<file path="src/rtl/serial_adder_pkg.sv">
// Shared types and helpers for the bit-serial adder.
package serial_adder_pkg;

  typedef enum logic [1:0] {
    IDLE  = 2'd0,
    SHIFT = 2'd1,
    DONE  = 2'd2
  } state_t;

  localparam int DEFAULT_WIDTH = 8;

  // Ceiling log2, never less than 1 so it can size a counter directly.
  function automatic int clog2(input int n);
    int r;
    int v;
    r = 0;
    v = n - 1;
    while (v > 0) begin
      r = r + 1;
      v = v >> 1;
    end
    return (r < 1) ? 1 : r;
  endfunction

endpackage

</file>
<file path="src/rtl/serial_adder_full_adder_cell.sv">
// One-bit full adder assembled from two half-adder cells and an OR gate.
// This is the only arithmetic in the serial adder.
module half_adder_cell (
  input  logic x,
  input  logic y,
  output logic s,
  output logic c
);

  assign s = x ^ y;
  assign c = x & y;

endmodule

module full_adder_cell (
  input  logic x,
  input  logic y,
  input  logic cin,
  output logic s,
  output logic co
);

  logic s1;
  logic c1;
  logic c2;

  half_adder_cell u_ha0 (
    .x (x),
    .y (y),
    .s (s1),
    .c (c1)
  );

  half_adder_cell u_ha1 (
    .x (s1),
    .y (cin),
    .s (s),
    .c (c2)
  );

  assign co = c1 | c2;

endmodule

</file>
<file path="src/rtl/serial_adder.sv">
// Bit-serial WIDTH-bit unsigned adder: one bit pair per clock, LSB first,
// through a single full-adder cell and a carry flip-flop. Result and carry
// are registered and announced by a one-cycle done pulse.
// Optional feature: define SERIAL_ADDER_OVF_EN to add the signed overflow
// output ovf (carry into MSB XOR carry out of MSB).
module serial_adder
  import serial_adder_pkg::*;
#(
  parameter int WIDTH = DEFAULT_WIDTH
) (
  input  logic             clk,
  input  logic             rst,
  input  logic             start,
  input  logic [WIDTH-1:0] a,
  input  logic [WIDTH-1:0] b,
  output logic             busy,
  output logic             done,
  output logic [WIDTH-1:0] sum,
  output logic             cout
`ifdef SERIAL_ADDER_OVF_EN
  ,
  output logic             ovf
`endif
);

  localparam int CNT_W = clog2(WIDTH + 1);
  localparam logic [CNT_W-1:0] LAST = CNT_W'(WIDTH - 1);

  state_t           state_q;
  state_t           state_d;
  logic             accept;
  logic             last_bit;

  logic [WIDTH-1:0] a_sr;
  logic [WIDTH-1:0] b_sr;
  logic [WIDTH-1:0] psum;
  logic [WIDTH-1:0] psum_shift;
  logic             carry;
  logic [CNT_W-1:0] cnt;

  logic             fa_s;
  logic             fa_c;

  full_adder_cell u_fa (
    .x   (a_sr[0]),
    .y   (b_sr[0]),
    .cin (carry),
    .s   (fa_s),
    .co  (fa_c)
  );

  // New sum bit enters at the MSB; after WIDTH shifts bit 0 lands at the LSB.
  generate
    if (WIDTH == 1) begin : g_psum_w1
      assign psum_shift = fa_s;
    end else begin : g_psum_wn
      assign psum_shift = {fa_s, psum[WIDTH-1:1]};
    end
  endgenerate

  // State register.
  always_ff @(posedge clk) begin
    if (rst) begin
      state_q <= IDLE;
    end else begin
      state_q <= state_d;
    end
  end

  // Next-state decode; DONE accepts a new start just like IDLE.
  always_comb begin
    state_d  = state_q;
    accept   = 1'b0;
    last_bit = 1'b0;
    case (state_q)
      IDLE: begin
        if (start) begin
          accept  = 1'b1;
          state_d = SHIFT;
        end
      end
      SHIFT: begin
        if (cnt == LAST) begin
          last_bit = 1'b1;
          state_d  = DONE;
        end
      end
      DONE: begin
        if (start) begin
          accept  = 1'b1;
          state_d = SHIFT;
        end else begin
          state_d = IDLE;
        end
      end
      default: begin
        state_d = IDLE;
      end
    endcase
  end

  // Operand shift, carry, bit counter and result capture; reset also clears
  // the previous result so an aborted operation leaves nothing behind.
  always_ff @(posedge clk) begin
    if (rst) begin
      busy  <= 1'b0;
      done  <= 1'b0;
      a_sr  <= '0;
      b_sr  <= '0;
      psum  <= '0;
      carry <= 1'b0;
      cnt   <= '0;
      sum   <= '0;
      cout  <= 1'b0;
`ifdef SERIAL_ADDER_OVF_EN
      ovf   <= 1'b0;
`endif
    end else begin
      busy <= (state_d == SHIFT);
      done <= (state_d == DONE);
      if (accept) begin
        a_sr  <= a;
        b_sr  <= b;
        psum  <= '0;
        carry <= 1'b0;
        cnt   <= '0;
      end else if (state_q == SHIFT) begin
        a_sr  <= a_sr >> 1;
        b_sr  <= b_sr >> 1;
        psum  <= psum_shift;
        carry <= fa_c;
        cnt   <= cnt + CNT_W'(1);
        if (last_bit) begin
          sum  <= psum_shift;
          cout <= fa_c;
`ifdef SERIAL_ADDER_OVF_EN
          // carry still holds the carry into the MSB on this cycle
          ovf  <= carry ^ fa_c;
`endif
        end
      end
    end
  end

endmodule

</file>
<file path="config.mk">
export PLATFORM = sky130hd
export DESIGN_NAME = serial_adder
export DESIGN_NICKNAME = d
export VERILOG_FILES = /design/src/rtl/serial_adder_pkg.sv /design/src/rtl/serial_adder_full_adder_cell.sv /design/src/rtl/serial_adder.sv
export SDC_FILE = /design/constraint.sdc
export NUM_CORES = 1
export LEC_CHECK = 0
export CAP_MARGIN = 30
export CORE_MARGIN = 5
export CORE_UTILIZATION = 29
export CTS_CLUSTER_DIAMETER = 150
export CTS_CLUSTER_SIZE = 24
export DETAILED_ROUTE_END_ITERATION = 10
export GPL_TIMING_DRIVEN = 0
export PLACE_DENSITY = 0.54
export SETUP_SLACK_MARGIN = 0.15
export SLEW_MARGIN = 20
export SYNTH_ARGS = -nofsm -noshare
export SYNTH_HDL_FRONTEND = slang
export SYNTH_HIERARCHICAL = 1
export SYNTH_SLANG_ARGS = --single-unit
</file>
<file path="constraint.sdc">
create_clock -name clk -period 1.3 [get_ports clk]
set_input_delay 0.26 -clock clk [delete_from_list [all_inputs] [get_ports clk]]
set_output_delay 0.26 -clock clk [all_outputs]
set_load 0.01 [all_outputs]
</file>
After elaboration in Yosys (flattened, before gate mapping)
Cells that the tools add are included.
{"block": "totals", "ff_bits": 42, "input_bits": 19, "output_inout_bits": 11}
{"block": "classes", "n_addsub": 1, "n_eq_ne": 5, "mux": 12, "n_bitwise": 6, "reduce_logical": 5}
{"op": "$mux 8", "n": 4}
{"op": "$pmux 2 s3", "n": 1}
{"op": "$mux 1", "n": 5}
{"op": "$add 4x1->4 const B", "n": 1}
{"op": "$eq 2x1->1 const B", "n": 2}
{"op": "$eq 2x2->1 const B", "n": 2}
{"op": "$eq 4x3->1 const B", "n": 1}
{"op": "$mux 2", "n": 2}
{"op": "$reduce_or 2->1", "n": 2}
{"op": "$reduce_and 3->1", "n": 1}
{"op": "$and 1x1->1", "n": 2}
{"op": "$logic_not 2->1", "n": 1}
{"op": "$reduce_bool 2->1", "n": 1}
{"op": "$xor 1x1->1", "n": 2}
{"op": "$not 1->1", "n": 1}
{"op": "$or 1x1->1", "n": 1}

Logic depth before layout (Yosys ltp)
{"block": "depth", "ltp_word": 5, "depth_mapped": 5, "mapped_depth_nobuf": 5}

By module
Netlist, hierarchy kept.
{"mod": "serial_adder", "instances": 1, "cells_per_inst": 183, "area_each_um2": 1652.8}
{"mod": "half_adder_cell", "instances": 2, "cells_per_inst": 1, "area_each_um2": 12.5}
{"mod": "full_adder_cell", "instances": 1, "cells_per_inst": 1, "area_each_um2": 6.3}

Worst setup path after synthesis
No wires, ideal clock.
{"block": "synth_path", "kind": "flip-flop to flip-flop", "from": "register b_sr[0]", "to": "register cout", "setup_time_ns": 0.124, "t_arrival_ns": 1.068, "required_ns": 1.176, "slack_ns": 0.108, "stages_incl_launch_ff": 6, "n_path_buf": 0, "cell_sequence": "dfxtp_1 > ha_1 > ha_1 > or2_1 > nand2_1 > mux2i_1"}
{"block": "synth_via", "elab_chain_cells": 3, "elab_cells_between_ends": 4, "cone_classes": "4 x bitwise"}
{"element": "from (decl)", "line": "serial_adder.sv:35", "rtl": "logic [WIDTH-1:0] b_sr;"}
{"element": "from (signal assigned)", "line": "serial_adder.sv:129", "rtl": "b_sr <= b_sr >> 1;"}
{"element": "$xor 1x1->1", "line": "serial_adder_full_adder_cell.sv:10", "rtl": "assign s = x ^ y;"}
{"element": "via u_fa.s1", "line": "serial_adder_full_adder_cell.sv:23", "rtl": "logic s1;"}
{"element": "$and 1x1->1", "line": "serial_adder_full_adder_cell.sv:11", "rtl": "assign c = x & y;"}
{"element": "via u_fa.c2", "line": "serial_adder_full_adder_cell.sv:25", "rtl": "logic c2;"}
{"element": "$or 1x1->1", "line": "serial_adder_full_adder_cell.sv:41", "rtl": "assign co = c1 | c2;"}
{"element": "via fa_c", "line": "serial_adder.sv:42", "rtl": "logic fa_c;"}
{"element": "to (signal assigned)", "line": "serial_adder.sv:114", "rtl": "cout <= 1'b0;"}
{"element": "to (signal assigned)", "line": "serial_adder.sv:135", "rtl": "cout <= fa_c;"}
{"element": "to (decl)", "line": "serial_adder.sv:19", "rtl": "output logic cout"}
The timed path passes the listed nets, and every way through them passes these cells.
A chain may end at the register's enable or synchronous reset.

Worst setup path after layout
{"block": "layout_path", "from": "register a_sr[0]", "to": "register cout"}
{"block": "layout_via", "elab_chain_cells": 3, "elab_cells_between_ends": 4, "cone_classes": "4 x bitwise"}
{"element": "from (decl)", "line": "serial_adder.sv:34", "rtl": "logic [WIDTH-1:0] a_sr;"}
{"element": "from (signal assigned)", "line": "serial_adder.sv:128", "rtl": "a_sr <= a_sr >> 1;"}
{"element": "$xor 1x1->1", "line": "serial_adder_full_adder_cell.sv:10"}
{"element": "via u_fa.s1", "line": "serial_adder_full_adder_cell.sv:23"}
{"element": "$and 1x1->1", "line": "serial_adder_full_adder_cell.sv:11"}
{"element": "via u_fa.c2", "line": "serial_adder_full_adder_cell.sv:25"}
{"element": "$or 1x1->1", "line": "serial_adder_full_adder_cell.sv:41"}
{"element": "via fa_c", "line": "serial_adder.sv:42"}
The timed path passes the listed nets, and every way through them passes these cells.

==> impl_metrics.csv <==
group,metric,value,unit
flow_run,maxCapViolations,0,
clock_network,cts_max_path_buffers,2,
global_route,grt_pass1_wl,6970,um
sta,final.period_utilization,0.913,
routing,final_antenna_net_count,0,
synthesis,synth.area.top_cells,"dfxtp_1 49%, nand2_1 10%, mux2i_1 5.9%",
sta,worstMarginPinSlew,0.479,ns
synthesis,ys_seq_area_frac,0.487,
min_path,hold_start,"rst",
finish,utilization,0.419,
placed_design,dp_hpwl,2640,um
floorplan,start_util,0.302,
global_route,grt_use_met2,0.181,
floorplan,top_level_ports,30,
synthesis,ys_seq_elements,41,
routing,dr.pass1.iters,4,
floorplan,die_w,86.2,um
synthesis,post-synth-top-count-cell,"nand2_1",
global_route,grt.met1_usage,0.162,
synthesis,yosys_warnings,6,
placed_design,dpl_worst_slack,-0.168,ns
worst_setup_path,path_class,"reg2reg",
power_and_ir_drop,powerDensity,1120,nW/um^2
min_path,hold_class,"in2reg",
power_and_ir_drop,p_total,0.00261,W
worst_setup_path,path_max_fanout,2,
finish,synthToLayoutAreaGrowth,38.7,%
worst_setup_path,startpoint_type,"register",
sta,relSlewSlack,0.680,
sta,min_period,1.19,ns
worst_setup_path,reg2reg_slack,0.11,ns
power_and_ir_drop,vdd_drop_max,738,uV
sta,rsz0062_at_grt,"yes",
global_route,top_usage_layer,"met2",
finish,final_area,2340,sq um
finish,layout-drive-gt1-share,0.304,
synthesis,synth_fp_nets,208,
finish,n_antenna_cell,0,
clock_network,clk_pin_slew_worst_paths,0.08,ns
floorplan,die_area,7430,sq um
synthesis,ys_async_sr_fraction,0,
worst_setup_path,crit_required,1.48,ns
global_route,grt_pass1_vias,1461,
placed_design,gp_congestion,0.710,
worst_setup_path,worstReg2RegStart,"a_sr[0]$_SDFFE_PP0P_",
status,status,"finished clean",
worst_setup_path,critPathArrivalTime,1.37,ns
synthesis,ys_types,31,
floorplan,core,5570,sq um
synthesis,synth-edff-count,0,
clock_network,cts_max_level,2,
synthesis,synth_ff_type,"dfxtp_1",
finish,multi_input_comb_area,886,sq um
power_and_ir_drop,p_leak,0.879,nW
synthesis,netlist.top_cell.by_area,"dfxtp_1",
placed_design,dpl_cell_area,2080,sq um
global_route,grt_max_degree,14,
synthesis,yosys-top-cells-count,"45 x nand2_1, 41 x dfxtp_1, 19 x nor3_1, 13 x a21oi_1, 10 x mux2i_1",
finish,fillCellCount,559,
routing,wl,4030,um
synthesis,syn_area,1680,sq um
sta,final_hold_viol_count,0,
global_route,grt_antenna_before_repair,0,
worst_setup_path,worstReg2RegEnd,"cout$_SDFFE_PP0P_",
routing,vias,1397,
synthesis,syn_area_per_cell,9.05,sq um
finish,nets,251,
clock_network,numCtsBuffers,5,
global_route,grt_overflow,0,
clock_network,clock_latency,0.30,ns
worst_setup_path,timing.critical_path.to,"cout$_SDFFE_PP0P_",
worst_setup_path,ff2ff_path_depth,5,
global_route,track_usage,0.118,
synthesis,synthCells,186,
sta,fin_skew,0.00827,ns
sta,setup_ws,0.114,ns
clock_network,clock_sink_count,41,
routing,wl_per_cell,13.4,um
routing,drt-initial-drc-count,63,
clock_network,cts_tree,"done",
sta,final_max_slew_viol_count,0,
clock_network,cts_hold_buf,0,
worst_setup_path,cp-startpoint,"a_sr[0]$_SDFFE_PP0P_",
floorplan,die_y,86.2,um
worst_setup_path,end_kind,"register",
floorplan,row_count,27,
synthesis,netlist.area_leader.share,0.487,
clock_network,root_buffer,"clkbuf_8",
placed_design,place.port_buffers,28,
sta,finalSetupViolations,0,
routing,drc,0,
routing,viasPerCell,4.63,
sta,timing.fmax,843,MHz
finish,seq_area,835,sq um
global_route,use_met3,0.0295,
==> cells in the final DEF (no fill, tap or decap), types with 5 or more instances in the layout <==
cell type	count
buf_6	6
dfxtp_1	34
o22ai_1	7
a21oi_1	10
nand2_1	45
nor3_2	5
o21ai_0	5
dfxtp_2	5
mux2i_1	10
buf_4	5
clkbuf_2	9
clkdlybuf4s50_1	16
buf_2	5
clkbuf_8	5
nor3_1	11
==> cell type report <==
type	count	area share
Buffer	14	0.0627
Tap cell	72	0.0386
Clock inverter	3	0.00750
Inverter	1	0.00161
Clock buffer	5	0.0295
Timing Repair Buffer	35	0.124
Multi-Input combinational cell	131	0.379
Sequential cell	41	0.357
==> flip-flops by register name, summed over array words and instances (netlist names) <==
| name | count |
|---|---|
| b_sr | 8 |
| busy | 1 |
| a_sr | 8 |
| cout | 1 |
| psum | 7 |
| done | 1 |
| cnt | 4 |
| state_q | 2 |
| sum | 8 |
| carry | 1 |
==> worst min-delay path by stage <==
stage / end / slack [ns] / cells past startpoint
6_report: b_sr[0]$_SDFFE_PP0P_ / 0.27 / 2
3_5_place_dp: psum[1]$_SDFFE_PP0P_ / 0.45 / 2
3_3_place_gp: sum[1]$_SDFFE_PP0P_ / 0.44 / 2
2_1_floorplan: a_sr[7]$_SDFFE_PP0P_ / 0.40 / 2
5_1_grt: b_sr[1]$_SDFFE_PP0P_ / 0.28 / 2
4_1_cts: b_sr[0]$_SDFFE_PP0P_ / 0.27 / 2
==> where the power goes <==
part	internal (W)	leakage (nW)	switching, W
clock	0.000371	0.0439	0.000461
combinational	0.000221	0.497	0.000204
sequential	0.00131	0.338	0.0000425
total	0.00190	0.879	0.000708
==> critical path: stages (launching register included) <==
cell	delay, ns
dfxtp_2	0.34
ha_4	0.24
ha_4	0.15
or2_1	0.23
nand2_1	0.07
mux2i_1	0.06
==> metal layers <==
| metal | vias to the layer above | part of all wire |
|---|---|---|
| li1 | 726 | - |
| met1 | 638 | 0.49 |
| met2 | 26 | 0.45 |
| met3 | 7 | 0.044 |
| met4 | 0 | 0.015 |
| met5 | - | 0 |
==> kinds of logic (layout without fill, tap and decap cells) <==
group | count (synthesis) | after routing | share of synthesized area
and+or+nand+nor | 82 | 83 | 0.230
DFF | 41 | 41 | 0.487
AOI/OAI and AO/OA | 33 | 33 | 0.116
buffers and inverters | 15 | 58 | 0.0750
muxes | 10 | 10 | 0.0594
adders and majority gates | 3 | 3 | 0.0223
xor gates and xnor gates | 2 | 2 | 0.0104
==> stage by stage <==
step,std cells,setup TNS (ns),hold slack (ns)
finish,302,0,0.274
global route,302,0,0.282
CTS,298,0,0.270
detailed placement,286,-3.39,0.447
global placement,286,-2.97,0.442
floorplan,186,0,0.396
==> what timing repair did <==
| item | 4_1_cts | 5_1_grt |
|---|---|---|
| pin swaps | 2 | 4 |
| buffers inserted | 3 | 2 |
| setup endpoints to repair | 24 | 49 |
| gates resized for setup | 27 | 40 |
| cloned | 1 | 2 |
Power figures use the tool's default switching activity.
